### src/rtl/alu_instruction_sequencer_pkg.sv
// Opcode constants, opcode-class helpers and sequencer state encoding
// for the ALU/MOV instruction subset.
package alu_instruction_sequencer_pkg;

  typedef enum logic [2:0] {
    ST_FETCH,
    ST_DECODE,
    ST_FETCH_IMM,
    ST_EXEC,
    ST_WB
  } state_t;

  localparam logic [7:0] OP_NOP      = 8'h00;
  localparam logic [7:0] OP_MOV_A_IMM = 8'h74;
  localparam logic [7:0] OP_ADD_IMM  = 8'h24;
  localparam logic [7:0] OP_SUBB_IMM = 8'h94;
  localparam logic [7:0] OP_ANL_IMM  = 8'h54;
  localparam logic [7:0] OP_ORL_IMM  = 8'h44;
  localparam logic [7:0] OP_XRL_IMM  = 8'h64;

  // Rn forms share opcode[7:3]; opcode[2:0] selects the register.
  localparam logic [4:0] RN_MOV_A      = 5'h1D;
  localparam logic [4:0] RN_MOV_RN_IMM = 5'h0F;
  localparam logic [4:0] RN_ADD        = 5'h05;
  localparam logic [4:0] RN_SUBB       = 5'h13;
  localparam logic [4:0] RN_ANL        = 5'h0B;
  localparam logic [4:0] RN_ORL        = 5'h09;
  localparam logic [4:0] RN_XRL        = 5'h0D;

  function automatic logic is_imm(input logic [7:0] op);
    return (op == OP_MOV_A_IMM) || (op == OP_ADD_IMM) || (op == OP_SUBB_IMM) ||
           (op == OP_ANL_IMM) || (op == OP_ORL_IMM) || (op == OP_XRL_IMM) ||
           (op[7:3] == RN_MOV_RN_IMM);
  endfunction

  function automatic logic is_rn(input logic [7:0] op);
    return (op[7:3] == RN_MOV_A) || (op[7:3] == RN_ADD) || (op[7:3] == RN_SUBB) ||
           (op[7:3] == RN_ANL) || (op[7:3] == RN_ORL) || (op[7:3] == RN_XRL);
  endfunction

  function automatic logic writes_carry(input logic [7:0] op);
    return (op == OP_ADD_IMM) || (op == OP_SUBB_IMM) ||
           (op[7:3] == RN_ADD) || (op[7:3] == RN_SUBB);
  endfunction

  function automatic logic writes_rn(input logic [7:0] op);
    return op[7:3] == RN_MOV_RN_IMM;
  endfunction

endpackage

### src/rtl/alu_instruction_sequencer_alu_opcode_decoder.sv
// Combinational instruction-register classifier: legality, operand source,
// and which architectural state the instruction writes back.
module alu_opcode_decoder
  import alu_instruction_sequencer_pkg::*;
(
  input  logic [7:0] ir,
  output logic       legal,
  output logic       imm,
  output logic       write_rn,
  output logic       write_carry
);

  always_comb begin
    imm         = is_imm(ir);
    legal       = imm || is_rn(ir);
    write_rn    = writes_rn(ir);
    write_carry = writes_carry(ir);
  end

endmodule

### src/rtl/alu_instruction_sequencer.sv
// Fetches ALU/MOV instructions from program ROM, sequences operands into the
// registered ALU and writes results back to ACC/PSW.C or Rn.
module alu_instruction_sequencer
  import alu_instruction_sequencer_pkg::*;
#(
  parameter int                  PC_WIDTH = 16,
  parameter logic [PC_WIDTH-1:0] RESET_PC = '0
) (
  input  logic                clock,
  input  logic                reset,
  input  logic                run,
  output logic                rom_req,
  output logic [PC_WIDTH-1:0] rom_addr,
  input  logic                rom_ack,
  input  logic [7:0]          rom_data,
  output logic [2:0]          reg_raddr,
  input  logic [7:0]          reg_rdata,
  output logic                reg_we,
  output logic [2:0]          reg_waddr,
  output logic [7:0]          reg_wdata,
  output logic [7:0]          alu_opcode,
  output logic [7:0]          alu_operand1,
  output logic [7:0]          alu_operand2,
  input  logic [8:0]          alu_result,
  input  logic                alu_psw_c,
  output logic [7:0]          acc,
  output logic                psw_c,
  output logic                instr_done,
  output logic                illegal_op
);

  state_t              state;
  logic [PC_WIDTH-1:0] pc;
  logic [7:0]          ir;
  logic                legal;
  logic                imm;
  logic                write_rn;
  logic                write_carry;
  logic                unused_result_msb;

  alu_opcode_decoder u_decoder (
    .ir          (ir),
    .legal       (legal),
    .imm         (imm),
    .write_rn    (write_rn),
    .write_carry (write_carry)
  );

  // Request is combinational so a same-cycle ack gives zero-wait fetches.
  assign rom_req   = !reset && (((state == ST_FETCH) && run) || (state == ST_FETCH_IMM));
  assign rom_addr  = pc;
  assign reg_raddr = ir[2:0];
  assign reg_waddr = ir[2:0];
  assign reg_wdata = alu_result[7:0];
  assign unused_result_msb = alu_result[8];

  always_ff @(posedge clock) begin
    if (reset) begin
      state        <= ST_FETCH;
      pc           <= RESET_PC;
      ir           <= '0;
      acc          <= '0;
      psw_c        <= 1'b0;
      alu_opcode   <= OP_NOP;
      alu_operand1 <= '0;
      alu_operand2 <= '0;
      reg_we       <= 1'b0;
      instr_done   <= 1'b0;
      illegal_op   <= 1'b0;
    end else begin
      reg_we     <= 1'b0;
      instr_done <= 1'b0;
      illegal_op <= 1'b0;
      case (state)
        ST_FETCH: begin
          if (rom_req && rom_ack) begin
            ir    <= rom_data;
            pc    <= pc + PC_WIDTH'(1);
            state <= ST_DECODE;
          end
        end
        ST_DECODE: begin
          if (!legal) begin
            illegal_op <= 1'b1;
            state      <= ST_FETCH;
          end else if (imm) begin
            state <= ST_FETCH_IMM;
          end else begin
            alu_opcode   <= ir;
            alu_operand1 <= acc;
            alu_operand2 <= reg_rdata;
            state        <= ST_EXEC;
          end
        end
        ST_FETCH_IMM: begin
          if (rom_ack) begin
            pc           <= pc + PC_WIDTH'(1);
            alu_opcode   <= ir;
            alu_operand1 <= acc;
            alu_operand2 <= rom_data;
            state        <= ST_EXEC;
          end
        end
        ST_EXEC: begin
          // Strobes are registered here so they are high during the WB cycle.
          alu_opcode <= OP_NOP;
          reg_we     <= write_rn;
          instr_done <= 1'b1;
          state      <= ST_WB;
        end
        ST_WB: begin
          if (!write_rn) acc <= alu_result[7:0];
          if (write_carry) psw_c <= alu_psw_c;
          state <= ST_FETCH;
        end
        default: state <= ST_FETCH;
      endcase
    end
  end

endmodule

### config.mk
export PLATFORM = sky130hd
export DESIGN_NAME = alu_instruction_sequencer
export DESIGN_NICKNAME = d
export VERILOG_FILES = /design/src/rtl/alu_instruction_sequencer_pkg.sv /design/src/rtl/alu_instruction_sequencer_alu_opcode_decoder.sv /design/src/rtl/alu_instruction_sequencer.sv
export SDC_FILE = /design/constraint.sdc
export NUM_CORES = 1
export LEC_CHECK = 0
export CAP_MARGIN = 30
export CELL_PAD_IN_SITES_DETAIL_PLACEMENT = 0
export CELL_PAD_IN_SITES_GLOBAL_PLACEMENT = 2
export CORE_ASPECT_RATIO = 1.4
export CORE_UTILIZATION = 26
export CTS_BUF_LIST = sky130_fd_sc_hd__clkbuf_16
export DETAILED_ROUTE_END_ITERATION = 8
export PLACE_DENSITY_LB_ADDON = 0.1
export SLEW_MARGIN = 20
export SYNTH_ARGS = -nofsm -noshare
export SYNTH_HDL_FRONTEND = slang
export SYNTH_SLANG_ARGS = --single-unit
### constraint.sdc
create_clock -name clock -period 1.9 [get_ports clock]
set_input_delay 0.285 -clock clock [delete_from_list [all_inputs] [get_ports clock]]
set_output_delay 0.285 -clock clock [all_outputs]
set_load 0.03 [all_outputs]
# After elaboration in Yosys (flattened, before gate mapping)
# Cells that the tools add are included.
# W data, S select, Z words.
[totals] regBits=63 in_bits=30
[classes] addsub=1 eq_ne=21 muxes=22 bitwise=3 reduce_logical=33
[ops] operator="$mux W8" n=9
[ops] operator="$eq A8 B7 Y1 const B" n=4
[ops] operator="$mux W16" n=2
[ops] operator="$pmux W16 S2" n=1
[ops] operator="$pmux W8 S2" n=2
[ops] operator="$pmux W8 S3" n=1
[ops] operator="$eq A5 B4 Y1 const B" n=4
[ops] operator="$add A16 B1 Y16 const B" n=1
[ops] operator="$logic_or A1 B1 Y1" n=16
[ops] operator="$pmux W3 S4" n=1
[ops] operator="$eq A5 B5 Y1 const B" n=2
[ops] operator="$eq A8 B6 Y1 const B" n=1
[ops] operator="$eq A8 B8 Y1 const B" n=1
[ops] operator="$reduce_and A2 Y1" n=4
[ops] operator="$reduce_and A4 Y1" n=2
[ops] operator="$eq A3 B2 Y1 const B" n=2
[ops] operator="$mux W3" n=2
[ops] operator="$ne A2 B2 Y1 const B" n=3
[ops] operator="$eq A5 B3 Y1 const B" n=1
[ops] operator="$reduce_bool A2 Y1" n=2
[ops] operator="$reduce_or A2 Y1" n=2
[ops] operator="$eq A3 B1 Y1 const B" n=1
[ops] operator="$eq A3 B3 Y1 const B" n=1
[ops] operator="$logic_and A1 B1 Y1" n=3
[ops] operator="8 further kinds" n=12

# Logic depth before layout (Yosys ltp)
# Gate-level depths: netlist (run 1).
[logic_depth] depth_word=10 ltp_mapped=7 depth_no_buf=6

# Hierarchy
# From an unflattened synthesis (run 1), not the netlist that was laid out.
[unflattened] cells_unflattened=316 hier_area_um2=2895.3
[by_module_without_submodules] module="alu_instruction_sequencer" instances=1 cells_each=297 area_per_inst_um2=2777.7
[by_module_without_submodules] module="alu_opcode_decoder" instances=1 cells_each=19 area_per_inst_um2=117.6

# Worst setup path before layout (run 1)
# OpenSTA, ideal clock, no wires.
[synth_path] path_type="flip-flop to output port" start="reg state[1]" end="out rom_req" arrival_ps=1734 t_required_ps=1615 setup_slack_ps=-119 stages_incl_launch_ff=5 cell_sequence="dfxtp_1 -> clkbuf_1 -> clkbuf_1 -> nor2_1 -> nor4_1"
[synth_between] elab_chain_len=4 elab_cells_between_ends=5 cone_classes="1 x eq/ne; 4 x reduce/logical"
[synth_rtl] element="from (decl)" line="alu_instruction_sequencer.sv:32" source="state_t state;"
[synth_rtl] element="from (signal assigned)" line="alu_instruction_sequencer.sv:59" source="state <= ST_FETCH;"
[synth_rtl] element="from (signal assigned)" line="alu_instruction_sequencer.sv:79" source="state <= ST_DECODE;"
[synth_rtl] element="from (signal assigned)" line="alu_instruction_sequencer.sv:85" source="state <= ST_FETCH;"
[synth_rtl] element="$logic_not A3 Y1" line="alu_instruction_sequencer.sv:50" source="assign rom_req = !reset && (((state == ST_FETCH) && run) || (state == ST_FETCH_IMM));"
[synth_rtl] element="$logic_and A1 B1 Y1" line="alu_instruction_sequencer.sv:50"
[synth_rtl] element="$logic_or A1 B1 Y1 (*)" line="alu_instruction_sequencer.sv:50"
[synth_rtl] element="$logic_and A1 B1 Y1 (*)" line="alu_instruction_sequencer.sv:50"
[synth_rtl] element="to (decl)" line="alu_instruction_sequencer.sv:12" source="output logic rom_req,"
# Every way passes the cells marked *; elsewhere a longest branch is shown, timed or not.

# Final worst setup path (run 1)
[layout_path] start="reg pc[10], in the netlist rom_addr[10]" end="out rom_addr[10]"
[layout_rtl] element="from (decl)" line="alu_instruction_sequencer.sv:33" source="logic [PC_WIDTH-1:0] pc;"
[layout_rtl] element="from (signal assigned)" line="alu_instruction_sequencer.sv:78" source="pc <= pc + PC_WIDTH'(1);"
[layout_rtl] element="from (signal assigned)" line="alu_instruction_sequencer.sv:97" source="pc <= pc + PC_WIDTH'(1);"
[layout_rtl] element="to (decl)" line="alu_instruction_sequencer.sv:13" source="output logic [PC_WIDTH-1:0] rom_addr,"
# No word-level cell between the ends.

==> metrics.md, run 1 <==
| Metric | Value |
|---|---|
| Status | `complete, no violations` |
| Worst VDD drop | `0.442 mV` |
| Fillcell total | `1022` |
| WHS Endpoint | `state[1]` |
| Synth Area in XOR/XNOR | `3.14%` |
| Htree depth | `3` |
| Cell Area, Synth | `0.00279 mm^2` |
| Startpoint types | `register` |
| Gr usage total | `14.2%` |
| Async SR Flop Fraction | `0%` |
| Layout overhead on the synthesized area | `55.6%` |
| Worst Path Buf+Inv | `1` |
| Met3 global-route usage | `3.51%` |
| CP delay by family, top | `buffers and inverters` |
| Starting Density | `26.8%` |
| Clock sinks | `63` |
| Mux cell area share after synthesis | `12.7%` |
| Initial antenna violation count | `0` |
| Residual DRC count | `0` |
| Synth top area share | `45.2%` |
| Share of layout cells above drive strength 1 | `15.1%` |
| Fin. Hold Viols | `0` |
| Number of max-cap violations | `0` |
| DP Area | `0.00398 mm^2` |
| Row count | `44` |
| DIE WIDTH | `89.6 um` |
| Register area | `0.00126 mm^2` |
| Area of the multi-input gates | `0.00133 mm^2` |
| Slew margin rel. | `74.3%` |
| Tmin final | `1770 ps` |
| Detail Route Antenna Nets | `0` |
| HP Class | `primary input to register` |
| Leading area contributor after synthesis | `dfxtp_1` |
| Synth warnings | `0` |
| Largest fanout on the critical path | `7` |
| Port bufs | `95` |
| Worst reg2reg setup slack | `190 ps` |
| Main synth FF type | `dfxtp_1` |
| Internal power of the cells | `2720 uW` |
| Fin crit share | `93.1%` |
| FF-to-FF Start | `ir[6]` |
| P per Cell Area | `approximately 790 mW/mm^2` |
| I/O Pins | `97` |
| Pre-antenna DRT Iters | `4` |
| DRT Wirelength | `approximately 7500 um` |
| Via Count | `2362` |
| R2R Path End | `alu_opcode[1]` |
| Comb power frac | `~7%` |
| Reg2reg path depth | `5` |
| Gr busiest metal | `met2` |
| Cell count after synthesis | `between 200 and 300` |
| Routability cong. | `approximately 0.72` |
| GR met2 Demand/Resource | `about a quarter` |
| Final setup vio count | `0` |
| Leakage | `0.00157 uW` |
| Vias in the first global route | `2349` |
| Top-count cell post-synth | `dfxtp_1` |
| Slew Viols, Final | `0` |
| Clock Tree Buf Depth | `2` |
| Clock power share | `between 50% and 60%` |
| Crit path cell chain | `clkdlybuf4s50_1` |
| Hold depth | `4` |
| Core ar. | `0.0104 mm^2` |
| Dpl cells | `519` |
| Detail Placement HPWL | `5520 um` |
| Post-synthesis sequential area ratio | `45.2%` |
| Crit. End Element | `primary output` |
| Worst-path clk slew | `approximately 50 ps` |
| Adder-Cell Fraction of Synth Area | `0.448%` |
| Synthesis-stage register bit count | `63` |
| Compound-cell area share of the yosys netlist | `12.9%` |
| Hold path startpoint | `reset` |
| M1 GR Usage | `16.2%` |
| WL per Instance | `13.9 um` |
| Clock Latency Late Sink | `between 300 and 400 ps` |
| Top post-synthesis cells by area | `dfxtp_1 45%, mux2i_1 12%, nor2_1 6.7%` |
| Switching pwr | `723 uW` |
| TritonCTS clock tree | `yes` |
| CP arrival | `1480 ps` |
| Cell area after layout | `between 0.004 and 0.005 mm^2` |
| Syn Nets | `322` |
| Largest net degree at the start of global routing | `34` |
| Nets | `424` |
| Switching share of power | `21.0%` |
| Worst-Margin Slew | `380 ps` |
| WP data required | `1620 ps` |
| Critical path class | `register to primary output` |
| Post-Syn Area per Cell | `9.60 um^2` |
| First-pass GRT wire length | `around 12000 um` |
| Number of synthesized flops with an enable pin | `0` |
| Area of the die | `0.0112 mm^2` |
| Fmax | `about 0.57 GHz` |
| # hold bufs at CTS | `0` |
| Synth top cells by count | `63 x dfxtp_1, 50 x nor2_1, 34 x mux2i_1, 15 x buf_4` |
| RSZ-0062 raised after global routing | `false` |
| Clk root buf | `clkbuf_16` |
| Critical path's largest stage delay | `720 ps` |
| CP max-delay cell | `clkdlybuf4s50_1` |
| Via/cell ratio | `4.41` |
| Largest family of logic cells by synthesized area | `simple AND/OR/NAND/NOR gates` |
| Distinct cells, synth | `40` |
| Non-filler cells, final | `536` |
| Diode count | `0` |
| Drt first-iter violations | `86` |
| Remaining Overflow, GRT | `0` |
| Seq pwr share | `38.9%` |
| Simple-gate area share of the yosys netlist | `between 10% and 20%` |
| DIE HEIGHT | `125 um` |
| Skew final | `about 6.3 ps` |
| Cts bufs inserted | `9` |
## logic make-up (layout without fill, tap and decap cells)
kind of cell,Yosys count,after routing
and+or+nand+nor,101,101
DFF,63,63
AOI/OAI and AO/OA,42,42
buffers and inverters,39,146
muxes,35,35
xor gates and xnor gates,10,10
adders and majority gates,1,1
## stage by stage
step	TNS, ps	worst slack, ps	hold slack (ps)	power, uW	utilization, %
floorplan	0	191	429	1490	-
global placement	-206	-28.0	455	1610	38.2
detailed placement	-348	-41.9	460	1610	38.2
CTS	0	11.1	437	3510	41.5
global route	0	50.5	471	3590	41.8
finish	0	131	450	3450	41.8
## how the worst max path moves through the flow
stage,start,to,cells past startpoint
after floorplan,ir[6],alu_operand1[2],7
after global placement,run,rom_addr[15],7
after detailed placement,run,rom_addr[15],7
after CTS,ir[6],alu_operand1[3],6
after global routing,ir[6],alu_operand1[2],7
final,rom_addr[10],rom_addr[10],1
## per-layer routing
layer | share of wire [%] | vias to the layer above
li1 | - | 1202
met1 | 43 | 1096
met2 | 51 | 52
met3 | 4.1 | 12
met4 | 2.0 | 0
met5 | 0 | -
## sequential cells by signal (all words and copies together) (netlist names)
register	cells
rom_addr	16
acc	8
alu_opcode	8
alu_operand1	8
alu_operand2	8
ir	8
state	3
illegal_op	1
instr_done	1
psw_c	1
reg_we	1
## cell usage in the layout, fill, tap and decap left out, drive strengths merged, types with 7 or more instances in the layout
master / instances
a211oi: 8
a21oi: 8
a22o: 8
buf: 30
clkbuf: 9
clkdlybuf4s50: 93
dfxtp: 63
inv: 7
mux2i: 34
nand2: 7
nand3: 7
nor2: 50
o21ai: 10
xnor2: 8
## cell type report
class	count	area share [%]
inverter	7	0.605
sequential	63	29.1
timing repair buffer	123	28.0
tap	138	3.97
multi-input combinational	189	30.6
clock buffer	9	5.18
clock inverter	7	2.56
## power groups by stage
stage | Sequential [uW] | Combinational (uW) | Clock [uW]
global placement | 1370 | 241 | 0
floorplan | 1370 | 124 | 0
finish | 1340 | 241 | 1860
detailed placement | 1370 | 242 | 0
global route | 1340 | 259 | 1980
CTS | 1340 | 245 | 1930
## what timing repair did
| action | in CTS | in global routing |
|---|---|---|
| hold endpoints to repair | 0 | 0 |
| pin swaps | 0 | 2 |
| setup buffers | 0 | 1 |
| gates cloned | 0 | 0 |
| endpoints found under the setup margin | 8 | 23 |
| gates resized for setup | 1 | 2 |
Power figures use the tool's default switching activity.
==> inputs of run 2 (changes only) <==
--- a/config.mk
+++ b/config.mk
@@ -12,7 +12,7 @@
 export CORE_UTILIZATION = 26
 export CTS_BUF_LIST = sky130_fd_sc_hd__clkbuf_16
 export DETAILED_ROUTE_END_ITERATION = 8
-export PLACE_DENSITY_LB_ADDON = 0.1
+export PLACE_DENSITY_LB_ADDON = 0.2
 export SLEW_MARGIN = 20
 export SYNTH_ARGS = -nofsm -noshare
 export SYNTH_HDL_FRONTEND = slang
==> run 2 against run 1 <==
Effect of this change: die area unchanged; hold slack worse by 190 ps; via count is 0.76% lower; fmax decreased by 0.33%; critical endpoint is now reg_wdata[7]; largest cell class unchanged.
==> metrics.md, run 2 (same netlist as run 1, synthesis figures left out) <==
| Metric | Value |
|---|---|
| Via Count | `2344 (was 2362)` |
| Clock power share | `52.2% (was 54.1%)` |
| Vias in the first global route | `2287 (was 2349)` |
| WP data required | `1620 ps (about the same)` |
| CP delay by family, top | `buffers and inverters (unchanged)` |
| I/O Pins | `97 (unchanged)` |
| Slew margin rel. | `58.5% (was 74.3%)` |
| Initial antenna violation count | `0 (unchanged)` |
| Met2 routed WL | `3530 um (was 3780 um)` |
| Status | `complete, no violations (unchanged)` |
| Residual DRC count | `0 (unchanged)` |
| Number of max-cap violations | `0 (unchanged)` |
| Port bufs | `95 (unchanged)` |
| Leakage | `0.00152 uW (was 0.00157 uW)` |
| DR WL met3 | `288 um (was 304 um)` |
| DRT Wirelength | `7110 um (was 7450 um)` |
| Fillcell total | `1024 (was 1022)` |
| Crit path cell chain | `clkdlybuf4s50_1 -> clkdlybuf4s50_1 (was clkdlybuf4s50_1)` |
| CP max-delay cell | `clkdlybuf4s50_1 (unchanged)` |
| Row count | `44 (unchanged)` |
| Share of layout cells above drive strength 1 | `14.5% (was 15.1%)` |
| Switching pwr | `715 uW (was 723 uW)` |
| Skew final | `5.06 ps (was 6.29 ps)` |
| First-pass GRT wire length | `11600 um (was 11900 um)` |
| P per Cell Area | `778 mW/mm^2 (was 794 mW/mm^2)` |
| M1 WL | `3130 um (was 3220 um)` |
| Detail Placement HPWL | `5240 um (was 5520 um)` |
| Diode count | `0 (unchanged)` |
| TritonCTS clock tree | `yes (unchanged)` |
| Largest fanout on the critical path | `2 (was 7)` |
| Remaining Overflow, GRT | `0 (unchanged)` |
| Final setup vio count | `0 (unchanged)` |
| Slew Viols, Final | `0 (unchanged)` |
| Detail Route Antenna Nets | `0 (unchanged)` |
| Starting Density | `26.8% (unchanged)` |
| Layout overhead on the synthesized area | `52.0% (was 55.6%)` |
| Dpl cells | `516 (was 519)` |
| Crit. End Element | `primary output (unchanged)` |
| Tmin final | `1770 ps (about the same)` |
| Worst VDD drop | `0.426 mV (was 0.442 mV)` |
| Seq pwr share | `40.6% (was 38.9%)` |
| WL per Instance | `13.4 um (was 13.9 um)` |
| Largest net degree at the start of global routing | `26 (was 34)` |
| Startpoint types | `primary input (was register)` |
| Comb power frac | `7.2% (was 7.0%)` |
| Most common cell after layout, fill and taps aside | `clkdlybuf4s50_1 (unchanged)` |
| Clk root buf | `clkbuf_16 (unchanged)` |
| Pre-antenna DRT Iters | `4 (unchanged)` |
| Nets | `420 (was 424)` |
| Worst-Margin Slew | `619 ps (was 380 ps)` |
| Fmax | `0.563 GHz (was 0.565 GHz)` |
| Via/cell ratio | `4.41 (about the same)` |
| RSZ-0062 raised after global routing | `false (unchanged)` |
| Switching share of power | `21.6% (was 21.0%)` |
| # hold bufs at CTS | `0 (unchanged)` |
| Clock sinks | `63 (unchanged)` |
| Top layer in use | `met4 (unchanged)` |
| Internal power of the cells | `2590 uW (was 2720 uW)` |
| Commonest non-fill, non-tap cells in the layout | `93 x clkdlybuf4s50_1, 61 x dfxtp_1, 50 x nor2_1 (was 93 x clkdlybuf4s50_1, 62 x dfxtp_1, 50 x nor2_1)` |
| Routability cong. | `0.742 (was 0.725)` |
| Critical path's largest stage delay | `690 ps (was 720 ps)` |
| Clock Latency Late Sink | `330 ps (about the same)` |
| Fin. Hold Viols | `0 (unchanged)` |
| Critical path class | `primary input to primary output (was register to primary output)` |
| HP Class | `primary input to register (unchanged)` |
| Htree depth | `3 (unchanged)` |
| Area of the die | `0.0112 mm^2 (unchanged)` |
| CP arrival | `1490 ps (was 1480 ps)` |
| DIE WIDTH | `89.6 um (unchanged)` |
| Cts bufs inserted | `9 (unchanged)` |
| Most used cell along the critical path | `clkdlybuf4s50_1` |
| Drt first-iter violations | `50 (was 86)` |
| Worst-path clk slew | `50 ps (about the same)` |
| Non-filler cells, final | `532 (was 536)` |
| Largest register FFs | `16 (unchanged)` |
| Fin crit share | `93.4% (was 93.1%)` |
| Clock Tree Buf Depth | `2 (unchanged)` |
| Hold WS | `262 ps (was 450 ps)` |
| DIE HEIGHT | `125 um (unchanged)` |
| Worst Path Buf+Inv | `2 (was 1)` |
| Gr usage total | `13.7% (was 14.2%)` |
| Core ar. | `0.0104 mm^2 (unchanged)` |
==> run 2: cell type report <==
type,count,area [um^2],area share (%)
clock buffer,9,225,5.31
clock inverter,7,88.8,2.09
sequential,63,1260,29.8
timing repair buffer,119,1150,27.1
tap,138,173,4.07
multi-input combinational,189,1320,31.1
inverter,7,26.3,0.619
==> run 2: metal layers <==
layer  global-route usage [%]  up-vias
met5                        0        -
met2                     22.0       56
li1                         -     1201
met4                     6.72        0
met1                     16.9     1076
met3                     3.18       11
==> run 2: power by group through the flow <==
stage | Clock (uW) | Combinational (uW) | Sequential, uW
after floorplan | 0 | 124 | 1370
after global placement | 0 | 239 | 1370
after detailed placement | 0 | 238 | 1370
after CTS | 1780 | 240 | 1340
after global routing | 1840 | 254 | 1340
final | 1720 | 237 | 1340
==> run 2: worst paths after layout <==
kind / from / end / slack [ps] / depth (start not counted)
worst max-delay path: alu_result[7] / reg_wdata[7] / 130 / 2
worst min register to register: alu_opcode[5] / alu_opcode[5] / 470 / 1
worst max register to register: ir[5] / alu_operand1[2] / 180 / 6
worst min-delay path: reset / psw_c / 260 / 2
==> run 2: stage by stage <==
| stage | power, uW | worst slack, ps | cell area, um^2 | setup TNS, ps | utilization (%) |
|---|---|---|---|---|---|
| after floorplan | 1490 | 191 | 2800 | 0 | - |
| after global placement | 1610 | -56.1 | 3930 | -143 | 37.8 |
| after detailed placement | 1610 | -62.5 | 3930 | -304 | 37.8 |
| after CTS | 3360 | 101 | 4240 | 0 | 40.8 |
| after global routing | 3440 | 5.02 | 4250 | 0 | 40.8 |
| final | 3300 | 125 | 4250 | 0 | 40.8 |
==> run 2: what timing repair did <==
| action | in CTS | in global routing |
|---|---|---|
| gates resized for setup | 0 | 2 |
| setup endpoints to repair | 0 | 12 |
| setup buffers | 0 | 0 |
| endpoints found under the hold margin | 0 | 0 |
